==> config.mk <==
export PLATFORM = sky130hd
export DESIGN_NAME = seq_booth_multiplier
export DESIGN_NICKNAME = d
export VERILOG_FILES = /design/src/rtl/mult_pkg.sv /design/src/rtl/booth_r4_step.sv /design/src/rtl/seq_booth_multiplier.sv
export SDC_FILE = /design/constraint.sdc
export NUM_CORES = 1
export LEC_CHECK = 0
export BUFFER_PORTS_ARGS = -buffer_cell sky130_fd_sc_hd__buf_2
export CORE_MARGIN = 1.5
export CORE_UTILIZATION = 40
export CTS_CLUSTER_DIAMETER = 100
export DETAILED_ROUTE_END_ITERATION = 7
export MAX_ROUTING_LAYER = met4
export PLACE_DENSITY = 0.6
export RECOVER_POWER = 25
export SETUP_SLACK_MARGIN = 0.05
export SLEW_MARGIN = 0
export SYNTH_ARGS = -nofsm -noshare
export SYNTH_HDL_FRONTEND = slang
export SYNTH_HIERARCHICAL = 1
export SYNTH_SLANG_ARGS = --single-unit
==> constraint.sdc <==
create_clock -name clk -period 14.5 [get_ports clk]
set_input_delay 1.45 -clock clk [delete_from_list [all_inputs] [get_ports clk]]
set_output_delay 1.45 -clock clk [all_outputs]
set_load 0.005 [all_outputs]
==> src/rtl/mult_pkg.sv <==
// Shared types for the sequential radix-4 Booth multiplier: FSM states,
// Booth operation codes and the recoding function.
package mult_pkg;

  typedef enum logic [1:0] {
    IDLE,
    CALC,
    DONE
  } state_e;

  typedef enum logic [2:0] {
    ZERO,
    ADD1,
    ADD2,
    SUB1,
    SUB2
  } booth_op_e;

  // triple = {Q[1], Q[0], q_1}
  function automatic booth_op_e booth_recode(input logic [2:0] triple);
    booth_op_e op;
    case (triple)
      3'b001, 3'b010: op = ADD1;
      3'b011:         op = ADD2;
      3'b100:         op = SUB2;
      3'b101, 3'b110: op = SUB1;
      default:        op = ZERO;
    endcase
    return op;
  endfunction

endpackage

==> src/rtl/booth_r4_step.sv <==
// One combinational radix-4 Booth iteration: recode, add/subtract M or 2M
// into A, then arithmetic-shift {A,Q,q_1} right by two.
module booth_r4_step
  import mult_pkg::*;
#(
  parameter int EXT = 34
) (
  input  logic [EXT+1:0] a_i,
  input  logic [EXT-1:0] q_i,
  input  logic           q1_i,
  input  logic [EXT-1:0] m_i,
  output logic [EXT+1:0] a_o,
  output logic [EXT-1:0] q_o,
  output logic           q1_o
);

  logic [EXT+1:0] m_ext;
  logic [EXT+1:0] m2_ext;
  logic [EXT+1:0] addend;
  logic [EXT+1:0] sum;

  assign m_ext  = {{2{m_i[EXT-1]}}, m_i};
  assign m2_ext = {m_i[EXT-1], m_i, 1'b0};

  always_comb begin
    addend = '0;
    case (booth_recode({q_i[1:0], q1_i}))
      ADD1:    addend = m_ext;
      ADD2:    addend = m2_ext;
      SUB1:    addend = -m_ext;
      SUB2:    addend = -m2_ext;
      default: addend = '0;
    endcase
  end

  assign sum  = a_i + addend;

  assign a_o  = {{2{sum[EXT+1]}}, sum[EXT+1:2]};
  assign q_o  = {sum[1:0], q_i[EXT-1:2]};
  assign q1_o = q_i[1];

endmodule

==> src/rtl/seq_booth_multiplier.sv <==
// Multi-cycle radix-4 Booth multiplier with valid/ready on both sides;
// signed or unsigned operands selected per transaction.
module seq_booth_multiplier
  import mult_pkg::*;
#(
  parameter int WIDTH = 32
) (
  input  logic               clk,
  input  logic               rst,
  input  logic               in_valid,
  output logic               in_ready,
  input  logic               signed_mode,
  input  logic [WIDTH-1:0]   x,
  input  logic [WIDTH-1:0]   y,
  output logic               out_valid,
  input  logic               out_ready,
  output logic [2*WIDTH-1:0] product,
  output logic               busy
);

  // state | meaning
  // IDLE  | waiting for operands, in_ready high
  // CALC  | one Booth step per cycle, counter runs ITER-1 down to 0
  // DONE  | product valid, held until out_ready

  localparam int EXT  = WIDTH + 2;
  localparam int ITER = EXT / 2;
  localparam int CW   = $clog2(ITER);

  state_e             state_q, state_d;
  logic [EXT+1:0]     a_q, a_d;
  logic [EXT-1:0]     q_q, q_d;
  logic               q1_q, q1_d;
  logic [EXT-1:0]     m_q, m_d;
  logic [CW-1:0]      cnt_q, cnt_d;
  logic [2*WIDTH-1:0] prod_q, prod_d;

  logic [EXT+1:0]     step_a;
  logic [EXT-1:0]     step_q;
  logic               step_q1;

  booth_r4_step #(
    .EXT (EXT)
  ) u_step (
    .a_i  (a_q),
    .q_i  (q_q),
    .q1_i (q1_q),
    .m_i  (m_q),
    .a_o  (step_a),
    .q_o  (step_q),
    .q1_o (step_q1)
  );

  always_ff @(posedge clk) begin
    if (rst) begin
      state_q <= IDLE;
      a_q     <= '0;
      q_q     <= '0;
      q1_q    <= 1'b0;
      m_q     <= '0;
      cnt_q   <= '0;
      prod_q  <= '0;
    end else begin
      state_q <= state_d;
      a_q     <= a_d;
      q_q     <= q_d;
      q1_q    <= q1_d;
      m_q     <= m_d;
      cnt_q   <= cnt_d;
      prod_q  <= prod_d;
    end
  end

  always_comb begin
    state_d = state_q;
    a_d     = a_q;
    q_d     = q_q;
    q1_d    = q1_q;
    m_d     = m_q;
    cnt_d   = cnt_q;
    prod_d  = prod_q;
    case (state_q)
      IDLE: begin
        if (in_valid) begin
          m_d     = {{2{signed_mode & x[WIDTH-1]}}, x};
          q_d     = {{2{signed_mode & y[WIDTH-1]}}, y};
          a_d     = '0;
          q1_d    = 1'b0;
          cnt_d   = CW'(ITER - 1);
          state_d = CALC;
        end
      end
      CALC: begin
        a_d  = step_a;
        q_d  = step_q;
        q1_d = step_q1;
        if (cnt_q == '0) begin
          // After ITER steps Q holds the low EXT product bits, A the rest.
          prod_d  = {step_a[WIDTH-3:0], step_q};
          state_d = DONE;
        end else begin
          cnt_d = cnt_q - 1'b1;
        end
      end
      DONE: begin
        if (out_ready) begin
          state_d = IDLE;
        end
      end
      default: state_d = IDLE;
    endcase
  end

  assign in_ready  = (state_q == IDLE);
  assign out_valid = (state_q == DONE);
  assign busy      = (state_q == CALC) || (state_q == DONE);
  assign product   = prod_q;

endmodule

# Word level (Yosys, flattened, before mapping)
# Index checks and enable logic that the tools add are counted.
# totals
regBits	175
inputBits	69
output_inout_bits	67
wordCells	55
# classes
add_sub_neg	4
eq_ne	16
muxes	15
bitwise_logic	2
n_reduce_logical	11
# op_table
op	n
$pmux W36 S4	1
$neg A36 Y36	2
$pmux W36 S2	1
$pmux W34 S2	1
$add A36 B36 Y36	1
$mux W36	1
$mux W34	1
$eq A3 B2 Y1 const B	4
$eq A3 B3 Y1 const B	4
$pmux W3 S4	1
$mux W5	2
$pmux W5 S2	1
$eq A3 B1 Y1 const B	2
$mux W2	3
$ne A2 B2 Y1 const B	3
$pmux W2 S3	1
$reduce_and A2 Y1	3
$reduce_and A3 Y1	2
$logic_not A5 Y1	1
$sub A5 B1 Y5 const B	1
$reduce_or A2 Y1	2
$and A1 B1 Y1	2
$eq A2 B1 Y1 const B	1
$eq A2 B2 Y1 const B	1
6 further kinds	6

# Longest topological paths before layout
# Gate-level depths: netlist (run 1).
# depth
ltp_word	7
mapped_depth	22

# Modules after synthesis
# Netlist (run 1), hierarchy kept.
# by_module_without_submodules
module	n_inst	cells_each	area_per_inst_um2	seq_area_each_um2
seq_booth_multiplier	1	768	6755.2	3503.4
booth_r4_step	1	621	4003.8	0.0

# Worst setup path after synthesis (run 1)
# No wires, ideal clock.
# synth_path
path_type	register to register
startpoint	register m_q[0]
endpoint	register a_q[30]
setup_ns	0.128
t_arrival_ns	4.440
setup_slack_ns	9.932
path_stages_with_launch	22
n_path_buf	0
cell_sequence	dfxtp_1 > inv_1 > ha_1 > nor3b_1 > nand3_1 > or4_1 > xor2_1 > mux2i_1 > nor2_1 > a21oi_1 > a21oi_1 > ha_1 > nand3_1 > nor3_1 > and2_1 > a21oi_1 > o311ai_0 > nand3_1 > o31ai_1 > xor2_1 > a32oi_1 > nor2_1
# synth_between
elab_chain_len	4
# synth_rtl
element	line_no	text
start, declared	seq_booth_multiplier.sv:34	logic [EXT-1:0] m_q, m_d;
start signal, assigned	seq_booth_multiplier.sv:68	m_q <= m_d;
$neg A36 Y36 (on tied branches)	booth_r4_step.sv:30, booth_r4_step.sv:31	
$pmux W36 S4 (*)	booth_r4_step.sv:27	case (booth_recode({q_i[1:0], q1_i}))
$add A36 B36 Y36 (*)	booth_r4_step.sv:36	assign sum = a_i + addend;
net step_a[30]	seq_booth_multiplier.sv:38	logic [EXT+1:0] step_a;
$pmux W36 S2 (*)	seq_booth_multiplier.sv:82	case (state_q)
end signal, assigned	seq_booth_multiplier.sv:57	a_q <= '0;
end signal, assigned	seq_booth_multiplier.sv:65	a_q <= a_d;
end, declared	seq_booth_multiplier.sv:31	logic [EXT+1:0] a_q, a_d;
# Mark *: on every way through the listed nets, which the timed path passes. The rest lies on a longest branch.
# A chain may end at the register's enable or synchronous reset.

# Worst setup path in the final report (run 1)
# Same ends and word-level chain as after synthesis.

==> impl_metrics.env, run 1 <==
export IMPL_cts_inserted_buffers=17
export IMPL_synthesis_area_um2=10800
export IMPL_postLayoutCellArea_um2=11800
export IMPL_syn_to_final_growth_pct=9.93
export IMPL_wl_met2_um=14100
export IMPL_ir_worst_vdd_uv=145
export IMPL_violations="max-capacitance violations, max-slew violations"
export IMPL_ant_nets=0
export IMPL_wl_per_cell_um=17.4
export IMPL_antenna_found_initial=0
export IMPL_ys_types=72
export IMPL_crit_required_ns=14.68
export IMPL_ys_warn_count=6
export IMPL_postCtsHoldBufs=0
export IMPL_vias=10236
export IMPL_powerDensity_nw_per_um2=200
export IMPL_layout_nets=1521
export IMPL_max_slew_margin_rel_pct=-156
export IMPL_clk_pin_slew_worst_paths_ns=0.07
export IMPL_die_y_um=167
export IMPL_dr_first_iter_drc_count=803
export IMPL_drc=0
export IMPL_place_area_um2=11300
export IMPL_rsz0062_at_grt="no"
export IMPL_synth_edf_count=0
export IMPL_wl_met1_um=14400
export IMPL_cts_tree="yes"
export IMPL_hold_viol=0
export IMPL_status="complete, but fails checks"
export IMPL_diodes=0
export IMPL_max_slew_worst_pin_slew_ns=3.85
export IMPL_dp_hpwl_um=20600
export IMPL_grt_pass1_wl_um=49400
export IMPL_clockBufferDepth=2
export IMPL_clock_sinks=175
export IMPL_io_buffers=135
export IMPL_grtUsageTotal_pct=22.3
export IMPL_cts_setup_buffers=0
export IMPL_synth_area_per_cell_um2=7.75
export IMPL_setup_tns_ns=0
export IMPL_routed_via_density=5.82
export IMPL_arrival_ns=5.81
export IMPL_synthArstFlopShare_pct=0
export IMPL_hold_path_class="reg -> reg"
export IMPL_finalWirelength_um=30700
export IMPL_cts_max_level=4
export IMPL_worstSetupPathType="reg -> reg"
export IMPL_ys_ff_latch=175
export IMPL_die_area_um2=27900
export IMPL_place_gp_congestion=0.911
export IMPL_cap_violations=1
export IMPL_min_period_ns=5.62
export IMPL_critPathCaptureType="flop"
export IMPL_grt_overflow_total=0
export IMPL_synth_cells=1389
export IMPL_cts_resized=0
export IMPL_drtPass1Iterations=7
export IMPL_max_freq_mhz=178
export IMPL_leakagePower_nw=4.60
export IMPL_setup_viol=0
export IMPL_finalCritPeriodShare_pct=38.8
export IMPL_io_pins=136
export IMPL_wl_met3_um=1350
export IMPL_layout_drive_gt1_share_pct=12.4
export IMPL_grt_max_degree=94
export IMPL_maxSlewViolCount=87
export IMPL_die_w_um=167
export IMPL_cp_max_fo=7
export IMPL_timing_clock_skew_ns=0.0140
export IMPL_syn_nets=1499
export IMPL_coreArea_um2=26200
export IMPL_start_util_pct=41.1
export IMPL_ys_flop_type="dfxtp_1"
export IMPL_ys_seq_area_share_pct=32.6
export IMPL_critPathLaunchType="flop"
export IMPL_root_buffer="clkbuf_16"
export IMPL_num_rows=59
export IMPL_clk_latency_ns=0.44
export IMPL_highest_layer="met4"
export IMPL_grt_pass1_vias=9450
==> power breakdown <==
group / internal (W) / switching (W) / total, W
registers: 0.000583 / 0.0000882 / 0.000671
logic: 0.000405 / 0.000811 / 0.00122
clock network: 0.000251 / 0.000224 / 0.000476
==> final timing paths <==
path / to / depth (start not counted) / slack (ns) / start
worst max-delay path: a_q[30] / 21 / 8.88 / m_q[0]
worst min-delay path: product[35] / 2 / 0.46 / product[35]
worst max register to register: a_q[30] / 21 / 8.88 / m_q[0]
worst min register to register: product[35] / 2 / 0.46 / product[35]
==> per-layer routing <==
layer	up-vias	global-route usage [%]
met5	-	-
met4	0	9.33
met3	44	3.04
met2	286	34.7
met1	4860	29.0
li1	5046	-
==> cells in the final DEF (no fill, tap or decap), types with 21 or more instances in the layout <==
master	synthesis	final
dfxtp_1	175	175
xnor2_1	46	46
o21ai_1	28	28
clkbuf_1	82	26
mux2i_1	37	36
nand2_1	123	123
nor2_1	132	132
a211oi_1	39	39
buf_2	15	109
a32oi_1	39	39
a21oi_1	158	158
o21ai_0	88	88
ha_1	40	39
a21o_1	21	21
xor2_1	25	25
inv_1	26	26
nand3_1	80	80
nor3_1	22	22
==> area by class of cell <==
cell class | count | area [µm²]
sequential | 175 | 3500
inverter | 28 | 105
timing repair buffer | 151 | 763
clock inverter | 14 | 169
multi-input combinational | 1038 | 6430
clock buffer | 18 | 439
tap | 335 | 419
fill | 2655 | 14400
==> worst max-delay path, stage by stage (launching register included) <==
cell      delay (ns)
dfxtp_1         0.35
inv_1           0.09
ha_1            0.22
nor3b_1         0.45
nand3_1         0.29
or4_1           0.51
xor2_1          0.19
mux2i_1         0.14
nor2_1          0.06
a21oi_1         0.12
a21oi_1         0.09
ha_1            0.43
nand3_1         0.12
nor3_1          0.28
and2_1          0.22
a21oi_1         0.15
o311ai_0        0.70
nand3_1         0.26
o31ai_1         0.33
xor2_1          0.11
a32oi_1         0.21
nor2_1          0.05
==> state kept, by name, summed over array words and instances, names as in the netlist <==
name and cells:
a_q 36, cnt_q 5, m_q 33, product 64, q1_q 1, q_q 34, state_q 2
==> kinds of logic after synthesis <==
| kind of cell | count (synthesis) | synth area share (%) |
|---|---|---|
| compound gates | 462 | 26.9 |
| simple gates | 422 | 18.0 |
| flops | 175 | 32.6 |
| xor+xnor | 71 | 5.78 |
| mux | 42 | 3.97 |
| fa+ha+maj | 41 | 4.84 |
| buf+inv | 176 | 7.92 |
==> through the flow <==
step / power [W] / cells / util (%) / hold WS, ns / setup WS (ns)
2_1_floorplan: 0.00163 / 1389 / - / 0.435 / 9.93
3_3_place_gp: 0.00188 / 1727 / 42.9 / 0.447 / 9.24
3_5_place_dp: 0.00189 / 1727 / 42.9 / 0.456 / 9.10
4_1_cts: 0.00237 / 1759 / 45.3 / 0.466 / 9.06
5_1_grt: 0.00253 / 1759 / 45.1 / 0.483 / 8.42
6_report: 0.00236 / 1759 / 45.1 / 0.463 / 8.88
==> cells in the mapped netlist, drive strengths merged (5+ instances only) <==
master    n  area, µm²
o211ai    5       37.5
o21ai   118        598
a21o     21        158
a211oi   39        293
nor3     23        120
nor2    132        495
nand2b   11       68.8
o221ai    8       70.1
mux2i    37        370
nor4      9       56.3
o21bai    6       45.0
xnor2    46        403
nand2   123        462
o31ai     5       37.5
or4       8       67.6
ha       40        500
mux2      5       56.3
a31oi     7       43.8
inv      27        101
o311ai    6       52.6
nand4     8       50.1
nand3    80        400
or3      11       78.8
clkbuf   82        308
buf      66        439
a21oi   158        791
dfxtp   175       3500
a221oi    9       78.8
xor2     25        219
a32oi    39        342
a22oi     5       37.5
Power figures use the tool's default switching activity.
==> inputs of run 2 (changes only) <==
==> constraint.sdc (replaced) <==
create_clock -name clk -period 5.4 [get_ports clk]
set_input_delay 0.54 -clock clk [delete_from_list [all_inputs] [get_ports clk]]
set_output_delay 0.54 -clock clk [all_outputs]
set_load 0.005 [all_outputs]
==> impl_metrics.env, run 2 (synthesized netlist as in run 1, its figures left out) <==
export IMPL_status="complete, no violations"
export IMPL_layout_drive_gt1_share_pct=13.4
export IMPL_die_w_um=167
export IMPL_layout_nets=1535
export IMPL_dp_hpwl_um=20900
export IMPL_clk_pin_slew_worst_paths_ns=0.09
export IMPL_clk_latency_ns=0.44
export IMPL_coreArea_um2=26200
export IMPL_cts_inserted_buffers=17
export IMPL_whs_ns=0.326
export IMPL_dr_first_iter_drc_count=873
export IMPL_reg2regPathDepth=21
export IMPL_layout_commonest_cell="dfxtp_1"
export IMPL_critPathCaptureType="flop"
export IMPL_finalPower_w=0.00638
export IMPL_cp_endpoint="product[60]"
export IMPL_postLayoutCellArea_um2=12000
export IMPL_grt_max_degree=101
export IMPL_clockBufferDepth=2
export IMPL_hold_path_class="in -> reg"
export IMPL_clock_sinks=175
export IMPL_rsz0062_at_grt="no"
export IMPL_maxSlewViolCount=0
export IMPL_timing_clock_skew_ns=0.0141
export IMPL_whs_path_depth=3
export IMPL_place_area_um2=11400
export IMPL_cts_max_level=4
export IMPL_num_rows=59
export IMPL_grt_pass1_vias=9596
export IMPL_grt_pass1_wl_um=50000
export IMPL_rrSetupSlack_ns=0.49
export IMPL_finalCritPeriodShare_pct=90.9
export IMPL_cp_max_fo=7
export IMPL_leakagePower_nw=4.68
export IMPL_reg2reg_to="product[60]"
export IMPL_cts_tree="yes"
export IMPL_grtUsageTotal_pct=22.5
export IMPL_r2r_start="m_q[0]"
export IMPL_cap_violations=0
export IMPL_routed_via_density=5.80
export IMPL_die_y_um=167
export IMPL_hold_viol=0
export IMPL_setup_tns_ns=0
export IMPL_setup_viol=0
export IMPL_worstSetupPathType="reg -> reg"
export IMPL_drtPass1Iterations=5
export IMPL_start_util_pct=41.1
export IMPL_vias=10290
export IMPL_syn_to_final_growth_pct=11.4
export IMPL_max_slew_margin_rel_pct=25.0
export IMPL_max_freq_mhz=204
export IMPL_grt_overflow_total=0
export IMPL_startpoint="m_q[0]"
export IMPL_diodes=0
export IMPL_ant_nets=0
export IMPL_crit_required_ns=5.76
export IMPL_root_buffer="clkbuf_16"
export IMPL_arrival_ns=5.26
export IMPL_die_area_um2=27900
export IMPL_io_buffers=135
export IMPL_ir_worst_vdd_uv=391
export IMPL_min_period_ns=4.91
export IMPL_wl_per_cell_um=17.3
export IMPL_place_gp_congestion=0.923
export IMPL_largest_reg_flops=64
export IMPL_powerDensity_nw_per_um2=532
export IMPL_finalWirelength_um=30700
export IMPL_postCtsHoldBufs=0
export IMPL_final_cell_mix="175 x dfxtp_1, 158 x a21oi_1, 132 x nor2_1"
export IMPL_drc=0
export IMPL_max_slew_worst_pin_slew_ns=1.13
export IMPL_fill_cells=2676
export IMPL_critPathLaunchType="flop"
export IMPL_antenna_found_initial=0
export IMPL_io_pins=136
run 2: per-layer routing:
layer  track usage [%]  share of wire, %
met5                 -                 0
met4              8.97               2.9
met3              2.92               4.5
met2              35.7                47
met1              29.0                46
run 2: worst min-delay path by stage:
stage	start	endpoint	slack, ns
4_1_cts	x[11]	m_q[11]	0.32
3_3_place_gp	product[35]	product[35]	0.45
6_report	x[11]	m_q[11]	0.33
2_1_floorplan	m_q[11]	m_q[11]	0.44
3_5_place_dp	product[35]	product[35]	0.46
5_1_grt	x[21]	m_q[21]	0.32
run 2: power by group:
| part | switching (W) | leakage [nW] | internal, W |
|---|---|---|---|
| Combinational | 0.00217 | 2.95 | 0.00112 |
| Sequential | 0.000244 | 1.43 | 0.00156 |
| Clock | 0.000643 | 0.299 | 0.000639 |
| Total | 0.00306 | 4.68 | 0.00332 |
run 2: area by class of cell:
type                            count  area (µm²)  share of cell area [%]
Sequential cell                   175        3500                    29.2
Clock inverter                     15         208                    1.73
Inverter                           28         105                   0.877
Clock buffer                       17         425                    3.55
Tap cell                          335         419                    3.50
Multi-Input combinational cell   1038        6440                    53.7
Timing Repair Buffer              165         883                    7.37
run 2: metrics by stage:
step                util [%]  std cells  worst slack, ns
floorplan                  -       1389            0.832
global placement        43.4       1741            0.531
detailed placement      43.4       1741            0.461
CTS                     45.8       1773            0.390
global route            45.7       1773           0.0532
finish                  45.7       1773            0.492
run 2: repair_timing:
item,CTS,global route
buffers inserted,0,0
setup endpoints to repair,0,8
gates resized for setup,0,3
run 2: worst max-delay path, cell delays in order, from the launching register on:
cell	delay (ns)
dfxtp_1	0.34
inv_1	0.08
ha_1	0.22
nor3b_1	0.26
nand3_1	0.28
or4_1	0.49
xor2_1	0.18
mux2i_1	0.15
nor2_1	0.05
a21oi_1	0.11
a21oi_1	0.11
ha_1	0.43
nand3_1	0.12
nor3_1	0.26
and2_1	0.23
a21oi_1	0.13
o311ai_1	0.40
nand3_1	0.21
o21ai_0	0.26
xor2_1	0.23
nand3_1	0.10
a21oi_1	0.17
==> inputs of run 3 (changes only) <==
--- a/config.mk
+++ b/config.mk
@@ -7,11 +7,11 @@
 export LEC_CHECK = 0
 export BUFFER_PORTS_ARGS = -buffer_cell sky130_fd_sc_hd__buf_2
 export CORE_MARGIN = 1.5
-export CORE_UTILIZATION = 40
+export CORE_UTILIZATION = 59
 export CTS_CLUSTER_DIAMETER = 100
 export DETAILED_ROUTE_END_ITERATION = 7
 export MAX_ROUTING_LAYER = met4
-export PLACE_DENSITY = 0.6
+export PLACE_DENSITY = 0.81
 export RECOVER_POWER = 25
 export SETUP_SLACK_MARGIN = 0.05
 export SLEW_MARGIN = 0
==> impl_metrics.env, run 3 (synthesized netlist as in run 1, its figures left out) <==
export IMPL_status="complete, no violations"
export IMPL_drtPass1Iterations=5
export IMPL_largest_reg_flops=64
export IMPL_placed_cells=1636
export IMPL_clk_pin_slew_worst_paths_ns=0.07
export IMPL_rrSetupSlack_ns=0.48
export IMPL_worstSetupPathType="reg -> reg"
export IMPL_diodes=0
export IMPL_maxSlewViolCount=0
export IMPL_finalPower_w=0.00634
export IMPL_final_core_util_pct=66.1
export IMPL_io_buffers=135
export IMPL_powerDensity_nw_per_um2=536
export IMPL_clockBufferDepth=2
export IMPL_slowest_stage="or4_1"
export IMPL_max_freq_mhz=203
export IMPL_clk_latency_ns=0.44
export IMPL_combPwrFrac_pct=52.0
export IMPL_max_slew_worst_pin_slew_ns=1.22
export IMPL_grt_pass1_wl_um=48200
export IMPL_dp_hpwl_um=20100
export IMPL_critPathCaptureType="flop"
export IMPL_root_buffer="clkbuf_16"
export IMPL_stdcell_count=1669
export IMPL_finalCritPeriodShare_pct=91.0
export IMPL_setup_viol=0
export IMPL_num_rows=49
export IMPL_max_slew_margin_rel_pct=18.3
export IMPL_grt_overflow_total=0
export IMPL_wl_met3_um=1780
export IMPL_crit_top_cell="a21oi_1"
export IMPL_setup_tns_ns=0
export IMPL_die_y_um=138
export IMPL_cap_violations=0
export IMPL_leakagePower_nw=4.68
export IMPL_coreArea_um2=17900
export IMPL_routed_via_density=6.34
export IMPL_antenna_found_initial=0
export IMPL_timing_clock_skew_ns=0.0159
export IMPL_p_sw_w=0.00302
export IMPL_dr_first_iter_drc_count=953
export IMPL_slowest_delay_ns=0.47
export IMPL_layout_nets=1537
export IMPL_cts_tree="yes"
export IMPL_crit_chain="inv_1, ha_1, nor3b_2, nand3_2, or4_1, xor2_1, mux2i_1, nor2_1, a21oi_1, a21oi_1, ha_1, buf_4, a21oi_1, o21ai_0, a311o_1, o2bb2ai_1, a31oi_1, a41oi_1, a31oi_1, xnor2_1, a32oi_1, nor2_1"
export IMPL_io_pins=136
export IMPL_ant_nets=0
export IMPL_wl_met1_um=12800
export IMPL_p_clk_share_pct=19.4
export IMPL_die_w_um=138
export IMPL_layout_drive_gt1_share_pct=13.8
export IMPL_highest_layer="met4"
export IMPL_grtUsageTotal_pct=30.8
export IMPL_min_period_ns=4.92
export IMPL_syn_to_final_growth_pct=10.0
export IMPL_grt_pass1_vias=9671
export IMPL_grt_max_degree=86
export IMPL_drc=0
export IMPL_ir_worst_vdd_uv=506
export IMPL_cts_max_level=4
export IMPL_final_cell_mix="175 x dfxtp_1, 158 x a21oi_1, 132 x nor2_1"
export IMPL_wl_per_cell_um=17.7
export IMPL_rsz0062_at_grt="no"
export IMPL_layout_commonest_cell="dfxtp_1"
export IMPL_intPower_w=0.00332
export IMPL_cp_max_fo=7
export IMPL_hold_viol=0
export IMPL_start_util_pct=60.1
export IMPL_vias=10582
export IMPL_hold_path_class="in -> reg"
export IMPL_p_sw_share_pct=47.7
export IMPL_crit_required_ns=5.68
export IMPL_cts_inserted_buffers=17
export IMPL_critPathLaunchType="flop"
export IMPL_finalWirelength_um=29500
export IMPL_wl_met2_um=13700
export IMPL_clock_sinks=175
export IMPL_postCtsHoldBufs=0
export IMPL_place_gp_congestion=0.972
export IMPL_die_area_um2=19100
export IMPL_arrival_ns=5.20
export IMPL_pwr_share_seq_pct=28.6
export IMPL_whs_ns=0.335
[run 3: path summary, 6_finish.rpt]
path / from / endpoint / cells past startpoint
setup / recovery: m_q[0] / a_q[35] / 22
hold reg to reg: product[22] / product[22] / 2
setup reg to reg: m_q[0] / a_q[35] / 22
hold / removal: x[29] / m_q[29] / 3
[run 3: what timing repair did]
action                                  4_1_cts  5_1_grt
endpoints found under the setup margin        0       13
gates resized for setup                       0        6
hold endpoints to repair                      0        0
buffers inserted                              0        1
[run 3: worst max-delay path: cells and delay by family, from the launching register on]
family | cells | cell delay, ns
buf+inv | 2 | 0.25
mux | 1 | 0.11
compound gates | 10 | 2.10
simple gates | 5 | 1.05
xor+xnor | 2 | 0.41
flops | 1 | 0.35
fa+ha+maj | 2 | 0.50
[run 3: area by class of cell]
cell class | count | area (µm²)
clock buffer | 17 | 425
fill | 1568 | 6060
tap | 229 | 287
multi-input combinational | 1038 | 6460
clock inverter | 15 | 170
timing repair buffer | 167 | 886
inverter | 28 | 105
sequential | 175 | 3500
[run 3: through the flow]
| step | setup slack [ns] | area (µm²) |
|---|---|---|
| global route | 0.0724 | 11800 |
| floorplan | 0.832 | 10800 |
| global placement | 0.469 | 11200 |
| detailed placement | 0.415 | 11200 |
| finish | 0.484 | 11800 |
| CTS | 0.395 | 11800 |
[run 3: power groups by stage]
stage / clock network (W) / logic (W) / registers, W
after floorplan: 0 / 0.00264 / 0.00174
after global placement: 0 / 0.00316 / 0.00182
after detailed placement: 0 / 0.00321 / 0.00183
after CTS: 0.00124 / 0.00323 / 0.00180
after global routing: 0.00130 / 0.00359 / 0.00185
final: 0.00123 / 0.00330 / 0.00181
[run 3: layer usage]
layer | vias up | track usage, %
met3 | 98 | 3.64
met1 | 4929 | 39.4
met4 | 0 | 13.4
met5 | - | -
li1 | 5095 | -
met2 | 460 | 49.4
